## config.mk

```make
export PLATFORM = sky130hd
export DESIGN_NAME = car_draw_scheduler_flat
export DESIGN_NICKNAME = d
export VERILOG_FILES = /design/src/rtl/car_draw_scheduler_if.sv /design/src/rtl/car_draw_scheduler.sv /design/src/flat_wrapper.sv
export SDC_FILE = /design/constraint.sdc
export NUM_CORES = 1
export LEC_CHECK = 0
export CAP_MARGIN = 20
export CORE_ASPECT_RATIO = 0.75
export CORE_UTILIZATION = 30
export CTS_CLUSTER_DIAMETER = 60
export CTS_CLUSTER_SIZE = 30
export DETAILED_ROUTE_END_ITERATION = 10
export SKIP_LAST_GASP = 1
export SLEW_MARGIN = 10
export SYNTH_ARGS = -nofsm -noshare
export SYNTH_HDL_FRONTEND = slang
export SYNTH_SLANG_ARGS = --single-unit
```

## constraint.sdc

```tcl
create_clock -name clk -period 3.5 [get_ports clk]
set_input_delay 0.7 -clock clk [delete_from_list [all_inputs] [get_ports clk]]
set_output_delay 0.7 -clock clk [all_outputs]
set_load 0.01 [all_outputs]
```

## src/rtl/car_draw_scheduler_if.sv

```systemverilog
`default_nettype none
// +----------------------------------------------------------------------------+
// | Module      : car_draw_scheduler_if                                        |
// | Description : Control/grant bundle between stage controller, scheduler and |
// |               the bank of per-car draw FSMs.                               |
// | Revision    : 1.0 - initial release                                        |
// +----------------------------------------------------------------------------+
interface car_draw_scheduler_if #(
    parameter int NUM_CARS = 8
);
    localparam int IDX_W = (NUM_CARS > 1) ? $clog2(NUM_CARS) : 1;

    logic                start;
    logic                stop;
    logic [NUM_CARS-1:0] car_active;
    logic [NUM_CARS-1:0] car_done;
    logic [NUM_CARS-1:0] enable_draw;
    logic [IDX_W-1:0]    cur_car;
    logic                busy;
    logic                frame_done;
    logic                overrun;
    logic                timeout_err;

    modport master (
        input  start, stop, car_active, car_done,
        output enable_draw, cur_car, busy, frame_done, overrun, timeout_err
    );

    modport slave (
        output start, stop, car_active, car_done,
        input  enable_draw, cur_car, busy, frame_done, overrun, timeout_err
    );
endinterface
`default_nettype wire

```

## src/rtl/car_draw_scheduler.sv

```systemverilog
`default_nettype none
// +----------------------------------------------------------------------------+
// | Module      : car_draw_scheduler                                           |
// | Description : Per-frame round of one-at-a-time draw grants to car slots.   |
// |               Optional per-grant watchdog: define SCHED_TIMEOUT_EN.        |
// | Revision    : 1.0 - initial release                                        |
// +----------------------------------------------------------------------------+
module car_draw_scheduler #(
    parameter int NUM_CARS       = 8,
    parameter int FRAME_TICKS    = 833333,
    parameter int TIMEOUT_CYCLES = 4096
) (
    input  wire logic            clk,
    input  wire logic            reset,
    car_draw_scheduler_if.master sched_if
);
    localparam int IDX_W = (NUM_CARS > 1) ? $clog2(NUM_CARS) : 1;
    localparam int CNT_W = $clog2(FRAME_TICKS);

    localparam logic [IDX_W-1:0] c_LAST_IDX = IDX_W'(NUM_CARS - 1);
    localparam logic [CNT_W-1:0] c_TICK_CNT = CNT_W'(FRAME_TICKS - 1);

    localparam logic [2:0] c_IDLE       = 3'd0;
    localparam logic [2:0] c_WAIT_FRAME = 3'd1;
    localparam logic [2:0] c_SCAN       = 3'd2;
    localparam logic [2:0] c_GRANT      = 3'd3;
    localparam logic [2:0] c_WAIT_DONE  = 3'd4;
    localparam logic [2:0] c_FRAME_END  = 3'd5;

    if (FRAME_TICKS < 2 || TIMEOUT_CYCLES < 2) begin : g_bad_params
        $error("car_draw_scheduler: FRAME_TICKS and TIMEOUT_CYCLES must be >= 2");
    end

    logic [2:0]          state_q, state_d;
    logic [IDX_W-1:0]    idx_q, idx_d;
    logic [CNT_W-1:0]    cnt_q, cnt_d;
    logic                pending_q, pending_d;
    logic                overrun_q, overrun_d;

    logic                w_tick;
    logic                w_busy;
    logic                w_slot_active;
    logic                w_slot_done;
    logic                w_tmo_hit;
    logic [NUM_CARS-1:0] w_enable_draw;

`ifdef SCHED_TIMEOUT_EN
    localparam int TMO_W = $clog2(TIMEOUT_CYCLES);
    localparam logic [TMO_W-1:0] c_TMO_LAST = TMO_W'(TIMEOUT_CYCLES - 1);

    logic [TMO_W-1:0]    tmo_q, tmo_d;
    logic                tmo_err_q, tmo_err_d;

    assign w_tmo_hit = (tmo_q == c_TMO_LAST);
`else
    assign w_tmo_hit = 1'b0;
`endif

    assign w_tick        = (cnt_q == c_TICK_CNT);
    assign w_slot_active = sched_if.car_active[idx_q];
    assign w_slot_done   = sched_if.car_done[idx_q];

    always_ff @(posedge clk or posedge reset) begin
        if (reset) begin
            state_q <= c_IDLE;
        end else begin
            state_q <= state_d;
        end
    end

    always_comb begin
        state_d   = state_q;
        idx_d     = idx_q;
        pending_d = pending_q;
        overrun_d = overrun_q;
`ifdef SCHED_TIMEOUT_EN
        tmo_d     = tmo_q;
        tmo_err_d = tmo_err_q;
`endif

        // A tick that lands mid-frame is remembered once and flagged sticky.
        if (w_tick && state_q != c_IDLE && state_q != c_WAIT_FRAME) begin
            overrun_d = 1'b1;
            pending_d = 1'b1;
        end

        case (state_q)
            c_IDLE: begin
                idx_d = '0;
                if (sched_if.start) begin
                    state_d   = c_WAIT_FRAME;
                    overrun_d = 1'b0;
`ifdef SCHED_TIMEOUT_EN
                    tmo_err_d = 1'b0;
`endif
                end
            end
            c_WAIT_FRAME: begin
                if (w_tick || pending_q) begin
                    state_d   = c_SCAN;
                    idx_d     = '0;
                    pending_d = 1'b0;
                end
            end
            c_SCAN: begin
                if (w_slot_active) begin
                    state_d = c_GRANT;
                end else if (idx_q == c_LAST_IDX) begin
                    state_d = c_FRAME_END;
                end else begin
                    idx_d = idx_q + 1'b1;
                end
            end
            c_GRANT: begin
                state_d = c_WAIT_DONE;
`ifdef SCHED_TIMEOUT_EN
                tmo_d   = '0;
`endif
            end
            c_WAIT_DONE: begin
`ifdef SCHED_TIMEOUT_EN
                tmo_d = tmo_q + 1'b1;
`endif
                // A car that drops out mid-draw is treated as finished.
                if (w_slot_done || !w_slot_active || w_tmo_hit) begin
`ifdef SCHED_TIMEOUT_EN
                    if (!w_slot_done && w_slot_active) begin
                        tmo_err_d = 1'b1;
                    end
`endif
                    if (idx_q == c_LAST_IDX) begin
                        state_d = c_FRAME_END;
                    end else begin
                        state_d = c_SCAN;
                        idx_d   = idx_q + 1'b1;
                    end
                end
            end
            c_FRAME_END: begin
                state_d = c_WAIT_FRAME;
            end
            default: begin
                state_d = c_IDLE;
            end
        endcase

        if (sched_if.stop) begin
            state_d   = c_IDLE;
            idx_d     = '0;
            pending_d = 1'b0;
        end

        if (state_d == c_IDLE) begin
            cnt_d = '0;
        end else if (w_busy) begin
            cnt_d = w_tick ? '0 : cnt_q + 1'b1;
        end else begin
            cnt_d = cnt_q;
        end
    end

    always_comb begin
        w_enable_draw = '0;
        if (state_q == c_GRANT && !sched_if.stop) begin
            w_enable_draw[idx_q] = 1'b1;
        end
        w_busy = (state_q != c_IDLE);
    end

    always_ff @(posedge clk or posedge reset) begin
        if (reset) begin
            idx_q     <= '0;
            cnt_q     <= '0;
            pending_q <= 1'b0;
            overrun_q <= 1'b0;
        end else begin
            idx_q     <= idx_d;
            cnt_q     <= cnt_d;
            pending_q <= pending_d;
            overrun_q <= overrun_d;
        end
    end

`ifdef SCHED_TIMEOUT_EN
    always_ff @(posedge clk or posedge reset) begin
        if (reset) begin
            tmo_q     <= '0;
            tmo_err_q <= 1'b0;
        end else begin
            tmo_q     <= tmo_d;
            tmo_err_q <= tmo_err_d;
        end
    end

    assign sched_if.timeout_err = tmo_err_q;
`else
    assign sched_if.timeout_err = 1'b0;
`endif

    assign sched_if.enable_draw = w_enable_draw;
    assign sched_if.cur_car     = idx_q;
    assign sched_if.busy        = w_busy;
    assign sched_if.frame_done  = (state_q == c_FRAME_END);
    assign sched_if.overrun     = overrun_q;

endmodule
`default_nettype wire

```

## src/flat_wrapper.sv

```systemverilog
// flat-port wrapper written by rule: the top's interface ports become plain ports
module car_draw_scheduler_flat 
#(
    parameter int NUM_CARS       = 8,
    parameter int FRAME_TICKS    = 833333,
    parameter int TIMEOUT_CYCLES = 4096
)
  (clk, reset, sched_if_start, sched_if_stop, sched_if_car_active, sched_if_car_done, sched_if_enable_draw, sched_if_cur_car, sched_if_busy, sched_if_frame_done, sched_if_overrun, sched_if_timeout_err);
  car_draw_scheduler_if #(.NUM_CARS(NUM_CARS)) sched_if_i ();
  input  wire logic clk;
  input  wire logic reset;
  input wire logic [$bits(sched_if_i.start)-1:0] sched_if_start;
  input wire logic [$bits(sched_if_i.stop)-1:0] sched_if_stop;
  input wire logic [$bits(sched_if_i.car_active)-1:0] sched_if_car_active;
  input wire logic [$bits(sched_if_i.car_done)-1:0] sched_if_car_done;
  output wire logic [$bits(sched_if_i.enable_draw)-1:0] sched_if_enable_draw;
  output wire logic [$bits(sched_if_i.cur_car)-1:0] sched_if_cur_car;
  output wire logic [$bits(sched_if_i.busy)-1:0] sched_if_busy;
  output wire logic [$bits(sched_if_i.frame_done)-1:0] sched_if_frame_done;
  output wire logic [$bits(sched_if_i.overrun)-1:0] sched_if_overrun;
  output wire logic [$bits(sched_if_i.timeout_err)-1:0] sched_if_timeout_err;
  assign sched_if_i.start = sched_if_start;
  assign sched_if_i.stop = sched_if_stop;
  assign sched_if_i.car_active = sched_if_car_active;
  assign sched_if_i.car_done = sched_if_car_done;
  assign sched_if_enable_draw = sched_if_i.enable_draw;
  assign sched_if_cur_car = sched_if_i.cur_car;
  assign sched_if_busy = sched_if_i.busy;
  assign sched_if_frame_done = sched_if_i.frame_done;
  assign sched_if_overrun = sched_if_i.overrun;
  assign sched_if_timeout_err = sched_if_i.timeout_err;
  car_draw_scheduler #(.NUM_CARS(NUM_CARS), .FRAME_TICKS(FRAME_TICKS), .TIMEOUT_CYCLES(TIMEOUT_CYCLES)) u_core (.clk(clk), .reset(reset), .sched_if(sched_if_i));
endmodule
```

# Word-level counts from Yosys, hierarchy flattened
# Cells that the tools add are included.
[totals]
out_inout_bits = 15
reg_bits = 28
wordCells = 65
input_bits = 20
[op_classes]
addsub = 2
muxes = 31
n_lt_le_gt_ge = 2
eq_ne = 11
n_reduce_logical = 14
[op_table]
columns = ["op", "count"]
rows = [
  ["2-to-1 mux 20 bit", 3],
  ["2-to-1 mux 3 bit", 12],
  ["adder 20 x 1 -> 20 bit, second input constant", 1],
  ["== test 20 bit, second input constant", 1],
  ["case mux 3 bit (6 select lines)", 1],
  ["case mux 3 bit (4 select lines)", 1],
  ["2-to-1 mux 1 bit", 10],
  ["== test 3 bit, second input constant", 3],
  ["2-to-1 mux 8 bit", 1],
  ["binary-select mux 1 bit (select 3 bit)", 2],
  ["== test 3 x 2 -> 1 bit, second input constant", 2],
  ["zero test 3 bit", 2],
  ["inequality test 3 x 2 -> 1 bit, second input constant", 2],
  ["nonzero test 5 bit", 1],
  ["logical AND 1 bit", 4],
  ["less-than comparator 3 x 4 -> 1 bit, second input constant", 1],
  ["AND reduction 4 bit", 1],
  ["adder 3 x 1 -> 3 bit, second input constant", 1],
  ["demux 1 bit (select 3 bit)", 1],
  ["== test 3 x 1 -> 1 bit, second input constant", 1],
  ["greater-or-equal comparator 3 x 1 -> 1 bit, second input constant", 1],
  ["inequality test 3 x 1 -> 1 bit, second input constant", 1],
  ["inequality test 3 bit, second input constant", 1],
  ["nonzero test 3 bit", 1],
  ["other kinds (3)", 5],
]

# Depth between registers and ports, before layout
# Gate-level depths: netlist of the first run.
[depth]
depth_word = 9
ltp_mapped = 9
mapped_depth_nobuf = 8

# Worst setup path before layout of the first run
# No wires, ideal clock.
[synth_timing]
path_type = "input-to-reg"
start = "input port sched_if_car_active[5]"
end = "register u_core.cnt_q[4]"
setup_slack_ns = 1.149
t_required_ns = 3.393
path_buffers = 1
t_arrival_ns = 2.244
path_stages = 7
setup_time_ns = 0.107
path_cell_list = "mux4_2 mux2_4 a21boi_2 nand2_1 and4_4 buf_6 a2111oi_4"
[synth_via]
elab_chain_cells = 9
word_cells_on_any_way = 11
classes_between = "mux (7); reduce/logical (4)"
[synth_rtl]
columns = ["item", "line_no", "text"]
rows = [
  ["start, declared", "flat_wrapper.sv:14", "input wire logic [$bits(sched_if_i.car_active)-1:0] sched_if_car_active;"],
  ["binary-select mux 1 bit (select 3 bit) *", "car_draw_scheduler.sv:60", "assign w_slot_active = sched_if.car_active[idx_q];"],
  ["2-to-1 mux 1 bit (implied by the code) *", "car_draw_scheduler.sv:60", ""],
  ["zero test 1 bit", "car_draw_scheduler.sv:125", "if (w_slot_done || !w_slot_active || w_tmo_hit) begin"],
  ["logical OR 1 bit", "car_draw_scheduler.sv:125", ""],
  ["2-to-1 mux 3 bit", "car_draw_scheduler.sv:125", ""],
  ["case mux 3 bit (6 select lines) *", "car_draw_scheduler.sv:87", "case (state_q)"],
  ["2-to-1 mux 3 bit *", "car_draw_scheduler.sv:147", "if (sched_if.stop) begin"],
  ["zero test 3 bit *", "car_draw_scheduler.sv:153", "if (state_d == c_IDLE) begin"],
  ["2-to-1 mux 20 bit or nonzero test 2 bit (tied branches)", "-", ""],
  ["end signal, assigned", "car_draw_scheduler.sv:178", "cnt_q <= cnt_d;"],
  ["end, declared", "car_draw_scheduler.sv:36", "logic [CNT_W-1:0] cnt_q, cnt_d;"],
]
# Mark *: on every way between the ends. The rest lies on a longest branch, timed or not. The select of a mux whose other input is x is not followed.
# A chain may end at the register's enable or synchronous reset.

# Worst setup path in the final report of the first run
[layout_timing]
start = "input port sched_if_stop"
end = "output port sched_if_enable_draw[0]"
[layout_via]
elab_chain_cells = 3
[layout_rtl]
columns = ["item", "line_no", "text"]
rows = [
  ["start, declared", "flat_wrapper.sv:13", "input wire logic [$bits(sched_if_i.stop)-1:0] sched_if_stop;"],
  ["zero test 1 bit", "car_draw_scheduler.sv:164", "if (state_q == c_GRANT && !sched_if.stop) begin"],
  ["logical AND 1 bit", "car_draw_scheduler.sv:164", ""],
  ["2-to-1 mux 8 bit", "car_draw_scheduler.sv:164", ""],
  ["end, declared", "flat_wrapper.sv:16", "output wire logic [$bits(sched_if_i.enable_draw)-1:0] sched_if_enable_draw;"],
]
# No other way between the ends.

==> impl_results.md, run 1 <==
* Clock Sink Count at 28
* CTS tree: built
* Post-synth EDFFs at 0
* Ant diodes at 0
* RSZ-0062 raised after global routing: no
* WHS Path Cells at 2
* Hold path endpoint: u_core.sched_if.overrun
* GR Overflow Total at 0
* Die Width at 94.8 um
* Synth warn at 0
* HP Class: flop to flop
* Worst slew margin at 0.572
* Total Nets Final at 275
* Logic pwr share at 0.142
* Tot Pwr at 0.000585 W
* Cts hold-fix bufs at 0
* Die height at a little over 70 um
* Setup bufs post-CTS at 0
* Root Buffer Master: clkbuf_8
* Final Skew at 0.00571 ns
* Worst-path maximum fanout at 4
* Vias in the first global route at 1625
* Final Hold Viols at 0
* Top-Level Pins at 35
* Layout cells sized above 1 at 0.0763
* Number of port buffers at 33
* Via count at around 1700
* Seq/Total Area, Yosys at 0.361
* Clock Path Buffers at 2
* First-pass GRT wire length at 7890 um
* DR vias/cell at 5.09
* Critical-path cell list: clkdlybuf4s50_1, or4_1, nor3_1, clkdlybuf4s50_1
* Top delay family on crit path: buffers and inverters
* Cell count after synthesis at between 200 and 250
* Required time of the critical path at ~2.8 ns
* Peak VDD IR at 0.124 mV
* Reg2reg end: u_core.cnt_q[7]
* Post-cts resize count at 0
* Maximum level of the CTS H-tree at 1
* Fill count at around 600
* Number of synthesized register bits at 28
* CP max stage delay at 0.59 ns
* FFs w/ async S/R, synth at 1.00
* Crit path buf inv count at 2
* Final worst path period share at 0.895
* FP Rows at 24
* Clock power frac at 0.300
* Pint at around 0.00044 W
* Distinct cells, synth at 49
* Top FF cell, synth: dfrtp_1
* Area of the multi-input gates at ~1100 sq um
* Antenna violations before repair at 0
* Leakage power at 0.905 nW
* WL final at 4440 um
* Crit path top cell by count: clkdlybuf4s50_1
* Worst-Margin Slew at 0.636 ns
* Max_cap viols at 0
* CP Class: input pin to primary output
* GRT Resource Usage Total at 0.147
* Skew-Pair Late Insertion Delay at 0.28 ns
* Reg2reg start: u_core.sched_if.cur_car[0]
* Fmax at between 300 and 400 MHz
* Cell Count Post-Placement at about 320
* Die area at 6790 sq um
* WL/cell at approximately 14 um
* Reg area at 701 sq um
* DRT Pass-1 Iters at 4
* Startpoint types: input pin
* Tmin final at 3.13 ns
* Global placer's final weighted congestion at 0.745
* Core area at 6040 sq um
* Starting density of the core at 0.321
* Synth-to-layout area growth at 22.1%
* Status: finished clean
* Seq pwr share at 0.558
* TritonCTS buffer count at 3
* Dpl hpwl at ~3300 um
* Non-Filler Instances at 327
* Post-Syn Nets at 245
* Net switching power at 0.000144 W
* Pwr/cell area at ~250 nW/um^2
* Reg2Reg Depth at 6
* Avg Cell Area, Syn at 8.78 sq um
* Cell area after synthesis at 1940 sq um
* Setup TNS at 0 ns
* Finish-stage setup viols at 0
* Clock Pin Slew Worst Setup and Hold Paths at approximately 0.090 ns
* Setup crit end kind: primary output
* Critical Path AT at 2.43 ns
* Pin count of the biggest net entering global routing at 29
* DRC at 0
* Reg2reg setup slack at 0.96 ns
* Count of pins over their slew limit at 0
* Critical-path top delay cell: or4_1
* Hold path startpoint: u_core.sched_if.overrun
* Post-DRT Antenna Nets at 0
* Number of DRC markers in iteration 0 at 156
* Net Sw Frac at 0.246
worst min-delay path: stages, from the launching register on:
cell and delay (ns):
dfrtp_1 0.38, inv_1 0.05, a22oi_1 0.06
cells by family (layout without fill, tap and decap cells):
| group | after synthesis | after routing | share of synthesized area |
|---|---|---|---|
| AOI/OAI and AO/OA | 28 | 28 | 0.113 |
| xor gates and xnor gates | 16 | 16 | 0.0723 |
| adders and majority gates | 4 | 4 | 0.0258 |
| buffers and inverters | 22 | 50 | 0.0555 |
| DFF | 28 | 28 | 0.361 |
| muxes | 11 | 11 | 0.0852 |
| other | 1 | 1 | 0.00193 |
| and+or+nand+nor | 111 | 111 | 0.285 |
state kept, by name (all words and copies together), names as in the netlist:
register                 count
u_core.cnt_q                20
u_core.pending_q             1
u_core.sched_if.cur_car      3
u_core.sched_if.overrun      1
u_core.state_q               3
cells in the mapped netlist, drive strengths merged (7+ instances only):
cell type	instances	area, sq um
nand3	8	40.0
xnor2	10	87.6
nor3	21	105
nand2	25	93.8
nor2	28	105
inv	9	33.8
dfrtp	28	701
nand2b	7	43.8
a21oi	7	35.0
routing by layer:
layer	vias up	wire (um)	GRT usage
met5	-	0	0
met4	0	19	0.0202
met3	2	161	0.0255
met2	40	1780	0.209
met1	786	2480	0.234
li1	835	-	-
power groups by stage:
stage | registers (W) | clock network (W) | logic [W]
2_1_floorplan | 0.000333 | 0 | 0.0000489
3_3_place_gp | 0.000333 | 0 | 0.0000834
5_1_grt | 0.000327 | 0.000193 | 0.0000915
6_report | 0.000327 | 0.000176 | 0.0000828
4_1_cts | 0.000327 | 0.000180 | 0.0000835
3_5_place_dp | 0.000333 | 0 | 0.0000832
area by class of cell:
type	instances	share of cell area
multi-input cells	171	0.478
clock buffers	3	0.0174
flip-flops and latches	28	0.296
repair buffers	37	0.152
well taps	78	0.0412
inverters	10	0.0158
placed cells by master, fill, tap and decap left out, drive strengths merged, types with 2 or more instances in the layout:
cell type / count
nor2: 28
o31ai: 2
mux2i: 6
dfrtp: 28
nand2: 25
nand4: 4
a31oi: 3
ha: 4
and4: 2
nor3: 21
xor2: 6
a22oi: 2
o21ai: 3
nand2b: 7
nand3: 8
a21o: 2
mux4: 4
or2: 2
clkbuf: 3
clkdlybuf4s50: 33
or4b: 2
and3: 2
nor4: 2
and2: 2
buf: 4
xnor2: 10
a21oi: 7
inv: 9
worst max-delay path by stage:
stage / cells after the start / slack (ns) / startpoint / end
2_1_floorplan: 7 / 1.15 / sched_if_car_active[5] / u_core.cnt_q[4]
3_3_place_gp: 4 / 0.38 / sched_if_stop / sched_if_enable_draw[0]
3_5_place_dp: 4 / 0.36 / sched_if_stop / sched_if_enable_draw[0]
4_1_cts: 4 / 0.36 / sched_if_stop / sched_if_enable_draw[0]
5_1_grt: 4 / 0.31 / sched_if_stop / sched_if_enable_draw[0]
6_report: 4 / 0.37 / sched_if_stop / sched_if_enable_draw[0]
through the flow:
stage                util  setup slack, ns  instance area (sq um)  hold slack, ns
floorplan               -             1.15                   1940           0.491
global placement    0.386            0.380                   2330           0.509
detailed placement  0.386            0.356                   2330           0.519
CTS                 0.392            0.357                   2370           0.536
global route        0.392            0.311                   2370           0.562
finish              0.392            0.368                   2370           0.531
Note: power is estimated with default switching activity, not from simulation.
==> inputs of run 2 (changes only) <==
Settings changed: MAX_ROUTING_LAYER set to met4.
==> run 2 against run 1 <==
Against the previous run:
- utilization did not move
- clock skew barely moved
- global-route usage rose by 0.45 points
- register-to-register slack barely moved
- clock power barely moved
- clock-buffer cell count did not move
- non-clock buffer count did not move
- worst hold slack barely moved
- critical endpoint unchanged
- setup slack barely moved
==> impl_results.md, run 2 (same netlist as run 1, synthesis figures left out) <==
* Status: finished clean
* GR Overflow Total at 0 (unchanged)
* Clock Sink Count at 28 (unchanged)
* Clock Path Buffers at 2 (unchanged)
* Skew-Pair Late Insertion Delay at 0.28 ns (about the same)
* Tot Pwr at 0.000585 W (about the same)
* Core area at 6040 sq um (unchanged)
* Via count at 1661 (-0.12%)
* Critical-path cell list: clkdlybuf4s50_1, or4_1, nor3_1, clkdlybuf4s50_1
* Tmin final at 3.13 ns (+0.00000600 ns)
* Reg area at 701 sq um (unchanged)
* Cell Count Post-Placement at 324 (unchanged)
* Layout cells sized above 1 at 0.0763 (unchanged)
* Global placer's final weighted congestion at 0.754 (+1.3%)
* RSZ-0062 raised after global routing: no
* Root Buffer Master: clkbuf_8
* Final Skew at 0.00598 ns (+0.000271 ns)
* Number of DRC markers in iteration 0 at 154 (-1.3%)
* Worst-path maximum fanout at 4 (unchanged)
* Die height at 71.6 um (unchanged)
* Setup crit end kind: primary output
* CP Class: input pin to primary output
* Setup bufs post-CTS at 0 (unchanged)
* Post-cts resize count at 0 (unchanged)
* Critical-path top delay cell: or4_1
* DR vias/cell at 5.08 (-0.12%)
* WL/cell at 13.6 um (-0.25%)
* Number of port buffers at 33 (unchanged)
* Ant diodes at 0 (unchanged)
* TritonCTS buffer count at 3 (unchanged)
* Peak VDD IR at 0.124 mV (about the same)
* HP Class: flop to flop
* Synth-to-layout area growth at 22.1% (unchanged)
* Pwr/cell area at 247 nW/um^2 (about the same)
* WL final at 4430 um (-0.25%)
* Clock Pin Slew Worst Setup and Hold Paths at 0.09 ns (about the same)
* Leakage power at 0.905 nW (unchanged)
* Cts hold-fix bufs at 0 (unchanged)
* Required time of the critical path at 2.80 ns (about the same)
* Worst-Margin Slew at 0.637 ns (+0.000555 ns)
* Area of the multi-input gates at 1130 sq um (unchanged)
* Dpl hpwl at 3300 um (unchanged)
* Final Hold Viols at 0 (unchanged)
* CTS tree: built
* Crit path top cell by count: clkdlybuf4s50_1
* Maximum level of the CTS H-tree at 1 (unchanged)
* Non-Filler Instances at 327 (unchanged)
* Total Nets Final at 275 (unchanged)
* Worst slew margin at 0.572 (about the same)
* DRC at 0 (unchanged)
* Die area at 6790 sq um (unchanged)
* FP Rows at 24 (unchanged)
* GRT Resource Usage Total at 0.151 (+0.00451)
* Startpoint types: input pin
* Vias in the first global route at 1624 (-0.062%)
* Commonest non-fill, non-tap cell in the layout: clkdlybuf4s50_1
* Die Width at 94.8 um (unchanged)
* Fill count at 604 (unchanged)
* Starting density of the core at 0.321 (unchanged)
* Post-DRT Antenna Nets at 0 (unchanged)
* Setup TNS at 0 ns (unchanged)
* Max_cap viols at 0 (unchanged)
* Pin count of the biggest net entering global routing at 29 (unchanged)
* Final worst path period share at 0.895 (about the same)
* Finish-stage setup viols at 0 (unchanged)
* Count of pins over their slew limit at 0 (unchanged)
* Max FFs per register at 20 (unchanged)
* Top-Level Pins at 35 (unchanged)
* DRT Pass-1 Iters at 4 (unchanged)
* First-pass GRT wire length at 7890 um (unchanged)
* Fmax at 319 MHz (about the same)
* CP max stage delay at 0.59 ns (about the same)
* WHS at 0.531 ns (+0.0000590 ns)
* Most frequent cells in the layout: clkdlybuf4s50_1 (33), nor2_1 (28), dfrtp_1 (28)
* Critical Path AT at 2.43 ns (about the same)
* Most flops, register: u_core.cnt_q
* Antenna violations before repair at 0 (unchanged)
[run 2: cell counts in the layout (fill, tap and decap cells not counted)]
Identical to the previous run, type by type.
[run 2: layout make-up]
class	instances	area share
Clock buffer	3	0.0174
Inverter	10	0.0158
Multi-Input combinational cell	171	0.478
Sequential cell	28	0.296
Tap cell	78	0.0412
Timing Repair Buffer	37	0.152
[run 2: through the flow]
stage / utilization / area (sq um) / setup WS, ns
global route: 0.392 / 2370 / 0.311
finish: 0.392 / 2370 / 0.368
floorplan: - / 1940 / 1.15
detailed placement: 0.386 / 2330 / 0.356
CTS: 0.392 / 2370 / 0.357
global placement: 0.386 / 2330 / 0.380
[run 2: worst max-delay path: cells and delay by family]
kind	cells	cell delay [ns]
buffers and inverters	2	1.00
and+or+nand+nor	2	0.74
[run 2: path summary, 6_finish.rpt]
| kind | slack [ns] | from | depth (start not counted) | endpoint |
|---|---|---|---|---|
| worst max register to register | 0.96 | u_core.sched_if.cur_car[0] | 6 | u_core.cnt_q[7] |
| worst min-delay path | 0.53 | u_core.sched_if.overrun | 2 | u_core.sched_if.overrun |
| worst max-delay path | 0.37 | sched_if_stop | 4 | sched_if_enable_draw[0] |
| min in group asynchronous | 0.79 | reset | 3 | u_core.cnt_q[4] |
| max in group asynchronous | 2.44 | reset | 3 | u_core.cnt_q[19] |
| worst min register to register | 0.53 | u_core.sched_if.overrun | 2 | u_core.sched_if.overrun |
[run 2: report_power, final]
part	internal [W]	switching, W
registers	0.000325	0.00000157
logic	0.0000387	0.0000442
clock network	0.0000774	0.0000981
[run 2: metal layers]
metal	vias to the layer above	GRT usage	share of wire
li1	837	-	-
met2	40	0.209	0.40
met5	-	-	0
met4	0	0.0202	0.0043
met3	2	0.0255	0.038
met1	782	0.234	0.55
==> inputs of run 3 (changes only) <==
Clock period 3.5 ns to 3.13 ns, I/O delays scaled along.
==> run 3 against run 2 <==
Against the previous run:
- final area grew 0.95%
- sequential power grew 12%
- largest power group unchanged
- worst hold slack lost 0.0063 ns
- via count grew 0.96%
- clock-buffer cell count is the same
- utilization grew 0.37 points
- highest routed layer unchanged
- clock power grew 10%
==> impl_results.md, run 3 (same netlist as run 1, synthesis figures left out) <==
* CP Class: input pin to primary output
* WL final at 4590 um (+3.6%)
* Final worst path period share at 0.962
* Fin area at 2390 sq um (+0.95%)
* Fmax at 332 MHz
* DRC at 0 (unchanged)
* Net switching power at 0.000159 W (+11%)
* WL/cell at 13.9 um (+2.6%)
* Pwr/cell area at 273 nW/um^2 (+11%)
* Top Layer Used: met4
* Cts hold-fix bufs at 0 (unchanged)
* Final Skew at 0.00918 ns (+0.00320 ns)
* Post-layout util at 0.396 (+0.00373)
* Starting density of the core at 0.321 (unchanged)
* Seq pwr share at 0.559 (about the same)
* Most flops, register: u_core.cnt_q
* Peak VDD IR at 0.135 mV (+8.9%)
* Via count at 1677 (+0.96%)
* Die height at 71.6 um (unchanged)
* Die Width at 94.8 um (unchanged)
* Metal3 WL at 172 um (+1.8%)
* Critical Path AT at 2.38 ns (-0.05 ns)
* Placed cell area at 2350 sq um (+0.97%)
* Required time of the critical path at 2.50 ns (-0.30 ns)
* Non-Filler Instances at 330 (+0.92%)
* Dpl hpwl at 3420 um (+3.8%)
* Pint at 0.000495 W (+12%)
* Vias in the first global route at 1545 (-4.9%)
* WHS at 0.525 ns (-0.00626 ns)
* Root Buffer Master: clkbuf_8
* CTS tree: built
* Max_cap viols at 0 (unchanged)
* GRT Resource Usage Total at 0.153 (+0.00143)
* Top-Level Pins at 35 (unchanged)
* Clock Pin Slew Worst Setup and Hold Paths at 0.08 ns (about the same)
* Finish-stage setup viols at 0 (unchanged)
* Critical Path End: sched_if_enable_draw[0]
* Clock Sink Count at 28 (unchanged)
* Met2 wire len at 1890 um (+5.7%)
* Reg2Reg Depth at 6 (unchanged)
* GR Overflow Total at 0 (unchanged)
* Worst-Margin Slew at 0.644 ns (+0.00734 ns)
* Pin count of the biggest net entering global routing at 29 (unchanged)
* Final Hold Viols at 0 (unchanged)
* Total Nets Final at 278 (+1.1%)
* TritonCTS buffer count at 3 (unchanged)
* FP Rows at 24 (unchanged)
* Commonest non-fill, non-tap cell in the layout: clkdlybuf4s50_1
* DR vias/cell at 5.08 (about the same)
* Clock Path Buffers at 2 (unchanged)
* Ant diodes at 0 (unchanged)
* Cell Count Post-Placement at 327 (+0.93%)
* Core area at 6040 sq um (unchanged)
* Reg2reg setup slack at 0.56 ns (-0.40 ns)
* Worst slew margin at 0.567 (-0.00494)
* Leakage power at 0.921 nW (+1.8%)
* Post-DRT Antenna Nets at 0 (unchanged)
* Worst-path maximum fanout at 4 (unchanged)
* Layout cells sized above 1 at 0.0873 (+0.0110)
* Reg2reg end: u_core.cnt_q[6]
* HP Class: flop to flop
* M1 WL at 2490 um (+1.2%)
* Startpoint types: input pin
* Skew-Pair Late Insertion Delay at 0.28 ns (about the same)
* Global placer's final weighted congestion at 0.758 (+0.48%)
* DRT Pass-1 Iters at 5 (+1)
* Maximum level of the CTS H-tree at 1 (unchanged)
* Setup bufs post-CTS at 0 (unchanged)
* Number of port buffers at 33 (unchanged)
* Tmin final at 3.01 ns
* Number of DRC markers in iteration 0 at 82 (-47%)
* RSZ-0062 raised after global routing: no
* Reg2reg start: u_core.sched_if.cur_car[0]
* Antenna violations before repair at 0 (unchanged)
* Clock power frac at 0.297 (-0.003)
* CP Launch Point: sched_if_stop
* Net Sw Frac at 0.243 (-0.00249)
* Status: finished clean
* Count of pins over their slew limit at 0 (unchanged)
* Max FFs per register at 20 (unchanged)
* First-pass GRT wire length at 7820 um (-0.96%)
* Die area at 6790 sq um (unchanged)
* Most frequent cells in the layout: clkdlybuf4s50_1 (33), nor2_1 (28), dfrtp_1 (28)
* Synth-to-layout area growth at 23.3%
* Fill count at 592 (-2.0%)
* Post-cts resize count at 0 (unchanged)
* Logic pwr share at 0.144 (+0.002)
* Setup TNS at 0 ns (unchanged)
* Setup crit end kind: primary output
[run 3: cell types whose count changed in the layout (fill, tap and decap cells not counted)]
| cell | delta |
|---|---|
| buf_4 | +3 |
[run 3: cell type report]
cell class,instances,area [sq um],area share
Clock buffer,3,41.3,0.0173
Inverter,10,37.5,0.0157
Multi-Input combinational cell,171,1130,0.473
Sequential cell,28,701,0.293
Tap cell,78,97.6,0.0408
Timing Repair Buffer,40,383,0.160
[run 3: worst min path at each step]
stage                           from                to  slack (ns)  depth (start not counted)
finish              u_core.pending_q  u_core.pending_q        0.52                          2
global route        u_core.pending_q  u_core.pending_q        0.55                          2
CTS                 u_core.pending_q  u_core.pending_q        0.53                          2
detailed placement  u_core.pending_q  u_core.pending_q        0.51                          2
global placement    u_core.pending_q  u_core.pending_q        0.51                          2
floorplan           u_core.pending_q  u_core.pending_q        0.49                          2
[run 3: worst max-delay path, stage by stage]
cell and delay, ns:
clkdlybuf4s50_1 0.44, or4_1 0.59, nor3_1 0.17, clkdlybuf4s50_1 0.56
[run 3: power by group through the flow]
| stage | Sequential (W) | Combinational [W] | Clock (W) |
|---|---|---|---|
| final | 0.000365 | 0.0000941 | 0.000194 |
| after global routing | 0.000366 | 0.000104 | 0.000215 |
| after CTS | 0.000365 | 0.0000944 | 0.000201 |
| after detailed placement | 0.000372 | 0.0000940 | 0 |
| after global placement | 0.000372 | 0.0000945 | 0 |
| after floorplan | 0.000372 | 0.0000547 | 0 |
[run 3: metal layers]
layer,global-route usage,vias to the layer above
li1,-,832
met1,0.230,795
met2,0.214,45
met3,0.0223,5
met4,0.0354,0
met5,-,-
[run 3: through the flow]
step / setup WS (ns) / power, W
floorplan: 0.853 / 0.000427
global route: 0.0709 / 0.000685
finish: 0.120 / 0.000654
CTS: 0.122 / 0.000660
detailed placement: 0.122 / 0.000466
global placement: 0.146 / 0.000467
